--- src/rtl/hazard_scoreboard_ctrl_pkg.sv ---
// Shared pipeline-control types and sizes for the ARM-style core.
// Pure declarations; no latency or flow control.
package arm_pipe_pkg;

    localparam int REG_ADDR_W = 4;
    localparam int NUM_REGS   = 16;

    typedef enum logic [1:0] {
        RUN      = 2'd0,
        MEM_WAIT = 2'd1,
        FLUSH    = 2'd2
    } ctrl_state_t;

endpackage

--- src/rtl/hazard_scoreboard_ctrl_reg_busy_counter.sv ---
// Per-register in-flight writer counter with saturate/zero flags.
// Latency: 1 cycle; no backpressure, inc is ignored at saturation and dec at zero.
module reg_busy_counter #(
    parameter int CNT_W = 2
) (
    input  logic             CLK,
    input  logic             RST,
    input  logic             inc,
    input  logic             dec,
    output logic [CNT_W-1:0] cnt,
    output logic             sat,
    output logic             zero
);

    logic inc_ok;
    logic dec_ok;

    assign sat    = &cnt;
    assign zero   = (cnt == '0);
    assign inc_ok = inc & ~sat;
    assign dec_ok = dec & ~zero;

    always_ff @(posedge CLK) begin
        if (!RST) begin
            cnt <= '0;
        end else if (inc_ok && !dec_ok) begin
            cnt <= cnt + 1'b1;
        end else if (dec_ok && !inc_ok) begin
            cnt <= cnt - 1'b1;
        end
    end

endmodule

--- src/rtl/hazard_scoreboard_ctrl.sv ---
// Scoreboard hazard detection plus flush/freeze sequencing beside the ID stage.
// Latency: hazard/freeze_all combinational, flush registered; mem_busy holds the whole pipe.
module hazard_scoreboard_ctrl
    import arm_pipe_pkg::*;
#(
    parameter int CNT_W        = 2,
    parameter int FLUSH_CYCLES = 1,
    parameter int WB_BYPASS    = 1
) (
    input  logic                  CLK,
    input  logic                  RST,
    input  logic                  id_valid,
    input  logic [REG_ADDR_W-1:0] id_src1,
    input  logic [REG_ADDR_W-1:0] id_src2,
    input  logic                  id_two_src,
    input  logic                  id_wb_en,
    input  logic [REG_ADDR_W-1:0] id_dest,
    input  logic                  wb_en,
    input  logic [REG_ADDR_W-1:0] wb_dest,
    input  logic                  branch_taken,
    input  logic                  mem_busy,
    output logic                  hazard,
    output logic                  flush,
    output logic                  freeze_all,
    output logic [NUM_REGS-1:0]   busy_mask,
    output logic [15:0]           stall_count
);

    localparam logic [2:0] FC = 3'(FLUSH_CYCLES);

    ctrl_state_t         state;
    logic [2:0]          flush_ctr;
    logic                br_pend;
    logic [CNT_W-1:0]    cnt [NUM_REGS];
    logic [NUM_REGS-1:0] sat;
    logic [NUM_REGS-1:0] zero;
    logic [NUM_REGS-1:0] busy;
    logic [NUM_REGS-1:0] inc;
    logic [NUM_REGS-1:0] dec;
    logic                issue;
    logic                retire;

    assign flush      = RST & (state == FLUSH);
    assign freeze_all = RST & ((state == MEM_WAIT) | mem_busy);

    // A last writer retiring this cycle satisfies the read via the WB bypass.
    always_comb begin
        busy = '0;
        for (int r = 0; r < NUM_REGS; r++) begin
            busy[r] = ~zero[r] & ~((WB_BYPASS != 0) & wb_en & (wb_dest == REG_ADDR_W'(r))
                                   & (cnt[r] == CNT_W'(1)) & ~freeze_all);
        end
    end

    assign hazard = RST & id_valid & ~flush
                  & (busy[id_src1] | (id_two_src & busy[id_src2]) | (id_wb_en & sat[id_dest]));
    assign issue  = id_valid & id_wb_en & ~hazard & ~flush & ~freeze_all;
    assign retire = wb_en & ~freeze_all;

    for (genvar g = 0; g < NUM_REGS; g++) begin : g_cnt
        assign inc[g]       = issue & (id_dest == REG_ADDR_W'(g));
        assign dec[g]       = retire & (wb_dest == REG_ADDR_W'(g));
        assign busy_mask[g] = ~zero[g];

        reg_busy_counter #(.CNT_W(CNT_W)) u_cnt (
            .CLK  (CLK),
            .RST  (RST),
            .inc  (inc[g]),
            .dec  (dec[g]),
            .cnt  (cnt[g]),
            .sat  (sat[g]),
            .zero (zero[g])
        );
    end

    always_ff @(posedge CLK) begin
        if (!RST) begin
            state       <= RUN;
            flush_ctr   <= 3'd0;
            br_pend     <= 1'b0;
            stall_count <= 16'd0;
        end else begin
            if (hazard && stall_count != 16'hFFFF) begin
                stall_count <= stall_count + 16'd1;
            end
            case (state)
                RUN: begin
                    if (mem_busy) begin
                        state <= MEM_WAIT;
                        if (branch_taken) begin
                            br_pend   <= 1'b1;
                            flush_ctr <= FC;
                        end
                    end else if (branch_taken) begin
                        state     <= FLUSH;
                        flush_ctr <= FC;
                    end
                end
                MEM_WAIT: begin
                    if (branch_taken) begin
                        br_pend   <= 1'b1;
                        flush_ctr <= FC;
                    end
                    if (!mem_busy) begin
                        if (br_pend || branch_taken) begin
                            state   <= FLUSH;
                            br_pend <= 1'b0;
                        end else begin
                            state <= RUN;
                        end
                    end
                end
                FLUSH: begin
                    if (branch_taken) begin
                        flush_ctr <= FC;
                    end
                    // The remaining flush count survives a memory stall.
                    if (mem_busy) begin
                        state   <= MEM_WAIT;
                        br_pend <= 1'b1;
                    end else if (!branch_taken) begin
                        flush_ctr <= flush_ctr - 3'd1;
                        if (flush_ctr <= 3'd1) begin
                            state <= RUN;
                        end
                    end
                end
                default: state <= RUN;
            endcase
        end
    end

endmodule
--- config.mk ---
export PLATFORM = sky130hd
export DESIGN_NAME = hazard_scoreboard_ctrl
export DESIGN_NICKNAME = d
export VERILOG_FILES = /design/src/rtl/hazard_scoreboard_ctrl_pkg.sv /design/src/rtl/hazard_scoreboard_ctrl_reg_busy_counter.sv /design/src/rtl/hazard_scoreboard_ctrl.sv
export SDC_FILE = /design/constraint.sdc
export NUM_CORES = 1
export LEC_CHECK = 0
export CELL_PAD_IN_SITES_DETAIL_PLACEMENT = 2
export CELL_PAD_IN_SITES_GLOBAL_PLACEMENT = 2
export CORE_ASPECT_RATIO = 1.75
export CORE_MARGIN = 1
export CORE_UTILIZATION = 36
export DETAILED_ROUTE_END_ITERATION = 10
export GPL_ROUTABILITY_DRIVEN = 0
export GPL_TIMING_DRIVEN = 0
export HOLD_SLACK_MARGIN = 0.03
export PLACE_DENSITY = 0.83
export SETUP_SLACK_MARGIN = 0.3
export SLEW_MARGIN = 5
export SYNTH_ARGS = -nofsm -noshare
export SYNTH_HDL_FRONTEND = slang
export SYNTH_SLANG_ARGS = --single-unit
--- constraint.sdc ---
create_clock -name CLK -period 6.75 [get_ports CLK]
set_input_delay 2.025 -clock CLK [delete_from_list [all_inputs] [get_ports CLK]]
set_output_delay 2.025 -clock CLK [all_outputs]
set_load 0.02 [all_outputs]
==> out/summary.txt <==
DRT
----------------------------------------------------------------------------------
DR DRC count                                                                     0
Vias after detailed routing                                                  4,636
Average wire per standard cell                                             22.6 µm
Pre-Repair DR Iteration Count                                                    4
Total Wirelength                                                         18,200 µm
Post-detailed-route via-to-cell ratio                                         5.74
Starting DRT DRC Count                                                         136
Remaining number of nets flagged by the antenna check after routing              0

FLOORPLAN
----------------------------------------------------------------------------------
Count of boundary I/O pins                                                      59
Initial cell density of the core                                             37.1%
Die outline width                                                          88.0 µm
Core Footprint                                                          0.0126 mm²
Y dimension of the die                                                      152 µm
Number of placement rows                                                        54
Die ar.                                                                 0.0134 mm²

CLOCK TREE
----------------------------------------------------------------------------------
# hold bufs at CTS                                                               0
Worst-skew pair later-pin latency                                          0.31 ns
Clk root buf                                                          sky130_fd_sc_hd__clkbuf_16
TritonCTS clock tree                                                         built
Clock buffers created by TritonCTS                                               5
H-tree levels                                                                    2
Clk pin slew, worst setup/hold paths                                       0.09 ns
Number of buffers on the longest clock path                                      2
Clock sink total                                                                54

PWR
----------------------------------------------------------------------------------
Net switching share of the total power                                       32.2%
Max rail drop VDD                                                           111 µV
Final total power                                                           779 µW
Sequential share of power                                                    42.5%
Static power due to leakage                                                2.45 nW
Switching power summed over all nets                                        251 µW
Combinational cell fraction of total power                                   21.9%
Power density normalized to cell area                                   135 mW/mm²
Internal power                                                              529 µW
Clock power share                                                            35.6%

LOGIC SYNTHESIS
----------------------------------------------------------------------------------
Proportion of synthesized area in mux cells                                  4.30%
Fraction of synthesized cell area taken by the top area cell type            23.2%
Post-synthesis area per instance                                          8.14 µm²
Post-Synth Simple-Gate Area                                                  26.6%
Number of register bits inferred by synthesis                                   54
Synthesis Warnings                                                               0
Post-synthesis async set-or-reset flop share                                    0%
Fraction of the mapped netlist area in compound gates                        12.6%
Synth area leaders                                                    sky130_fd_sc_hd__dfxtp_1 23%, sky130_fd_sc_hd__ha_1 19%, sky130_fd_sc_hd__xor2_1 6.2%
Xor and xnor fraction of the mapped netlist area                             6.39%
Number of different library cells in the post-synthesis netlist                 61
Largest family of logic cells by synthesized area                     simple AND/OR/NAND/NOR gates
Prevailing post-synth register cell                                   sky130_fd_sc_hd__dfxtp_1
Cell area after synthesis                                              0.00466 mm²
Synthesized net count                                                          667
Number of standard cells after synthesis                                       572
Adder-cell area share of the yosys netlist                                   19.1%
Proportion of synthesized chip area in sequential cells                      23.2%
Number of flops mapped to enable cells by yosys                                  0
Area leader, netlist                                                  sky130_fd_sc_hd__dfxtp_1

CRITICAL PATH
----------------------------------------------------------------------------------
Crit path max fanout                                                            10
Endpoint of the worst-slack reg-to-reg timing path                    g_cnt[12].u_cnt.cnt[1]
Sort of element at the start of the critical path                        input pin
Startpoint of the most critical setup path                              id_src1[1]
Kind of end point of the critical path                                primary output
Depth of the worst register-to-register path                                    18
Type of the worst setup path                                             in -> out
Critical path data required time                                           4.72 ns
Arrival time at the worst endpoint                                         4.33 ns
FF-to-FF setup slack                                                       2.36 ns
Startpoint of the most critical register-to-register path                 state[1]
Critical path capture point                                                 hazard

TIMING
----------------------------------------------------------------------------------
Unrepaired setup endpoints after global routing                                 no
Worst clock skew on the final layout                                     0.0158 ns
Transition at the pin with the smallest max-transition slack              0.861 ns
Min Hold Slack                                                            0.502 ns
PnR worst setup slack                                                     0.396 ns
Peak Freq                                                                  157 MHz
Number of hold-slack violations in the final timing report                       0
Worst slew margin relative to its limit                                      42.6%
Final clock period utilization by the worst path                             94.1%
Final critical delay including setup and external delays                   6.35 ns
Number of pins exceeding their max-slew limit in the final report                0
Setup violators final                                                            0

GRT
----------------------------------------------------------------------------------
Overall overflow remaining after global route                                    0
Largest net degree at the start of global routing                               19
Global Route Usage Sum                                                       28.3%
Number of antenna violations at the first check in global routing                0
Global-route wire length before repair                                   28,600 µm
Number of global-route vias before repair                                    5,399

CELLS AND AREA
----------------------------------------------------------------------------------
Final core utilization                                                       45.9%
Relative area change from synthesis to final layout                          24.0%
Final nets                                                                     733
Ant diodes                                                                       0
Fraction of layout cells with a size suffix above 1                          10.0%

WORST HOLD PATH
----------------------------------------------------------------------------------
Cell depth of the worst min-delay path                                           2
Worst min-delay path class                                              reg -> reg

PLACEMENT
----------------------------------------------------------------------------------
Hpwl dp                                                                  13,600 µm
Buffers on Ports                                                                55
Post-place setup slack                                                   -0.707 ns

RUN
----------------------------------------------------------------------------------
Reported max-cap violation count                                                 0

RUN STATUS
----------------------------------------------------------------------------------
Result of the run                                                        completed

==> what timing repair did <==
action | in CTS | in global routing
endpoints found under the setup margin | 2 | 1
setup buffers | 3 | 1
resized for setup | 57 | 5
pin swaps | 6 | 2
==> cells in the final DEF (no fill, tap or decap), types with 8 or more instances in the layout <==
cell type	instances
sky130_fd_sc_hd__nand2_1	27
sky130_fd_sc_hd__inv_1	60
sky130_fd_sc_hd__a21oi_1	25
sky130_fd_sc_hd__buf_4	10
sky130_fd_sc_hd__nand4_1	22
sky130_fd_sc_hd__nor2_1	69
sky130_fd_sc_hd__nand3_1	19
sky130_fd_sc_hd__mux2i_1	11
sky130_fd_sc_hd__dfxtp_1	54
sky130_fd_sc_hd__clkdlybuf4s50_1	46
sky130_fd_sc_hd__nor4_1	10
sky130_fd_sc_hd__ha_1	71
sky130_fd_sc_hd__xor2_1	33
sky130_fd_sc_hd__nor3_1	8
sky130_fd_sc_hd__nand2b_1	17
==> how the worst min path moves through the flow <==
stage | start | endpoint | slack (ns)
floorplan | flush_ctr[1] | flush_ctr[1] | 0.48
global placement | stall_count[11] | stall_count[11] | 0.46
detailed placement | stall_count[6] | stall_count[6] | 0.48
CTS | stall_count[6] | stall_count[6] | 0.50
global route | stall_count[6] | stall_count[6] | 0.51
finish | stall_count[6] | stall_count[6] | 0.50
==> metal layers <==
metal  vias to the layer above  part of all wire (%)  track usage (%)
met2                       141                    56             54.8
met3                        79                   3.5             4.28
met1                      2286                    33             25.0
met5                         -                     0                0
met4                         0                   7.2             20.1
li1                       2130                     -                -
==> synth_stat cells (all sizes together) (6+ instances only) <==
library cell / instances
a41oi: 6
a21oi: 25
nor2: 71
dfxtp: 54
nand4: 22
nand2: 28
xor2: 33
nor4: 11
nor2b: 6
mux2i: 11
buf: 18
nand3: 19
a31oi: 6
ha: 71
nand2b: 17
o31ai: 6
o211ai: 6
and3: 9
a311oi: 8
nor3: 9
clkbuf: 9
nor3b: 9
o21ai: 6
inv: 60
==> cell families after synthesis <==
| kind of cell | Yosys count |
|---|---|
| compound gates | 82 |
| xor+xnor | 34 |
| fa+ha+maj | 71 |
| buf+inv | 87 |
| flops | 54 |
| mux | 15 |
| simple gates | 229 |
==> metrics by stage <==
step	cells	setup TNS (ns)	cell area (µm²)
floorplan	572	0	4660
global placement	795	-0.706	5420
detailed placement	795	-0.725	5420
CTS	806	0	5760
global route	807	0	5770
finish	807	0	5770
==> critical path, stage by stage <==
cell and delay, ns:
sky130_fd_sc_hd__clkdlybuf4s50_1 0.42, sky130_fd_sc_hd__buf_4 0.18, sky130_fd_sc_hd__or3b_2 0.48, sky130_fd_sc_hd__a311oi_2 0.33
sky130_fd_sc_hd__a211oi_2 0.07, sky130_fd_sc_hd__o41ai_2 0.07, sky130_fd_sc_hd__o22a_2 0.25, sky130_fd_sc_hd__nor2_4 0.05
sky130_fd_sc_hd__buf_4 0.17, sky130_fd_sc_hd__nor2_2 0.10, sky130_fd_sc_hd__buf_4 0.15
==> cell type report <==
class | count | area, µm²
buffer | 27 | 199
clock buffer | 5 | 125
clock inverter | 3 | 22.5
fill | 1440 | 6790
inverter | 60 | 225
multi-input combinational | 431 | 3340
sequential | 54 | 1080
tap | 168 | 210
timing repair buffer | 59 | 567
==> sequential cells by signal (all words and copies together), names as in the netlist <==
name / flops
state: 2
flush_ctr: 3
g_cnt.u_cnt.cnt: 32
br_pend: 1
stall_count: 16
==> power groups by stage <==
stage / Sequential [mW] / Combinational, mW / Clock [mW]
6_report: 0.331 / 0.171 / 0.278
5_1_grt: 0.332 / 0.183 / 0.294
4_1_cts: 0.331 / 0.169 / 0.287
3_5_place_dp: 0.338 / 0.156 / 0
3_3_place_gp: 0.338 / 0.150 / 0
2_1_floorplan: 0.338 / 0.0888 / 0
No activity file was read; power rests on OpenSTA's default activity.
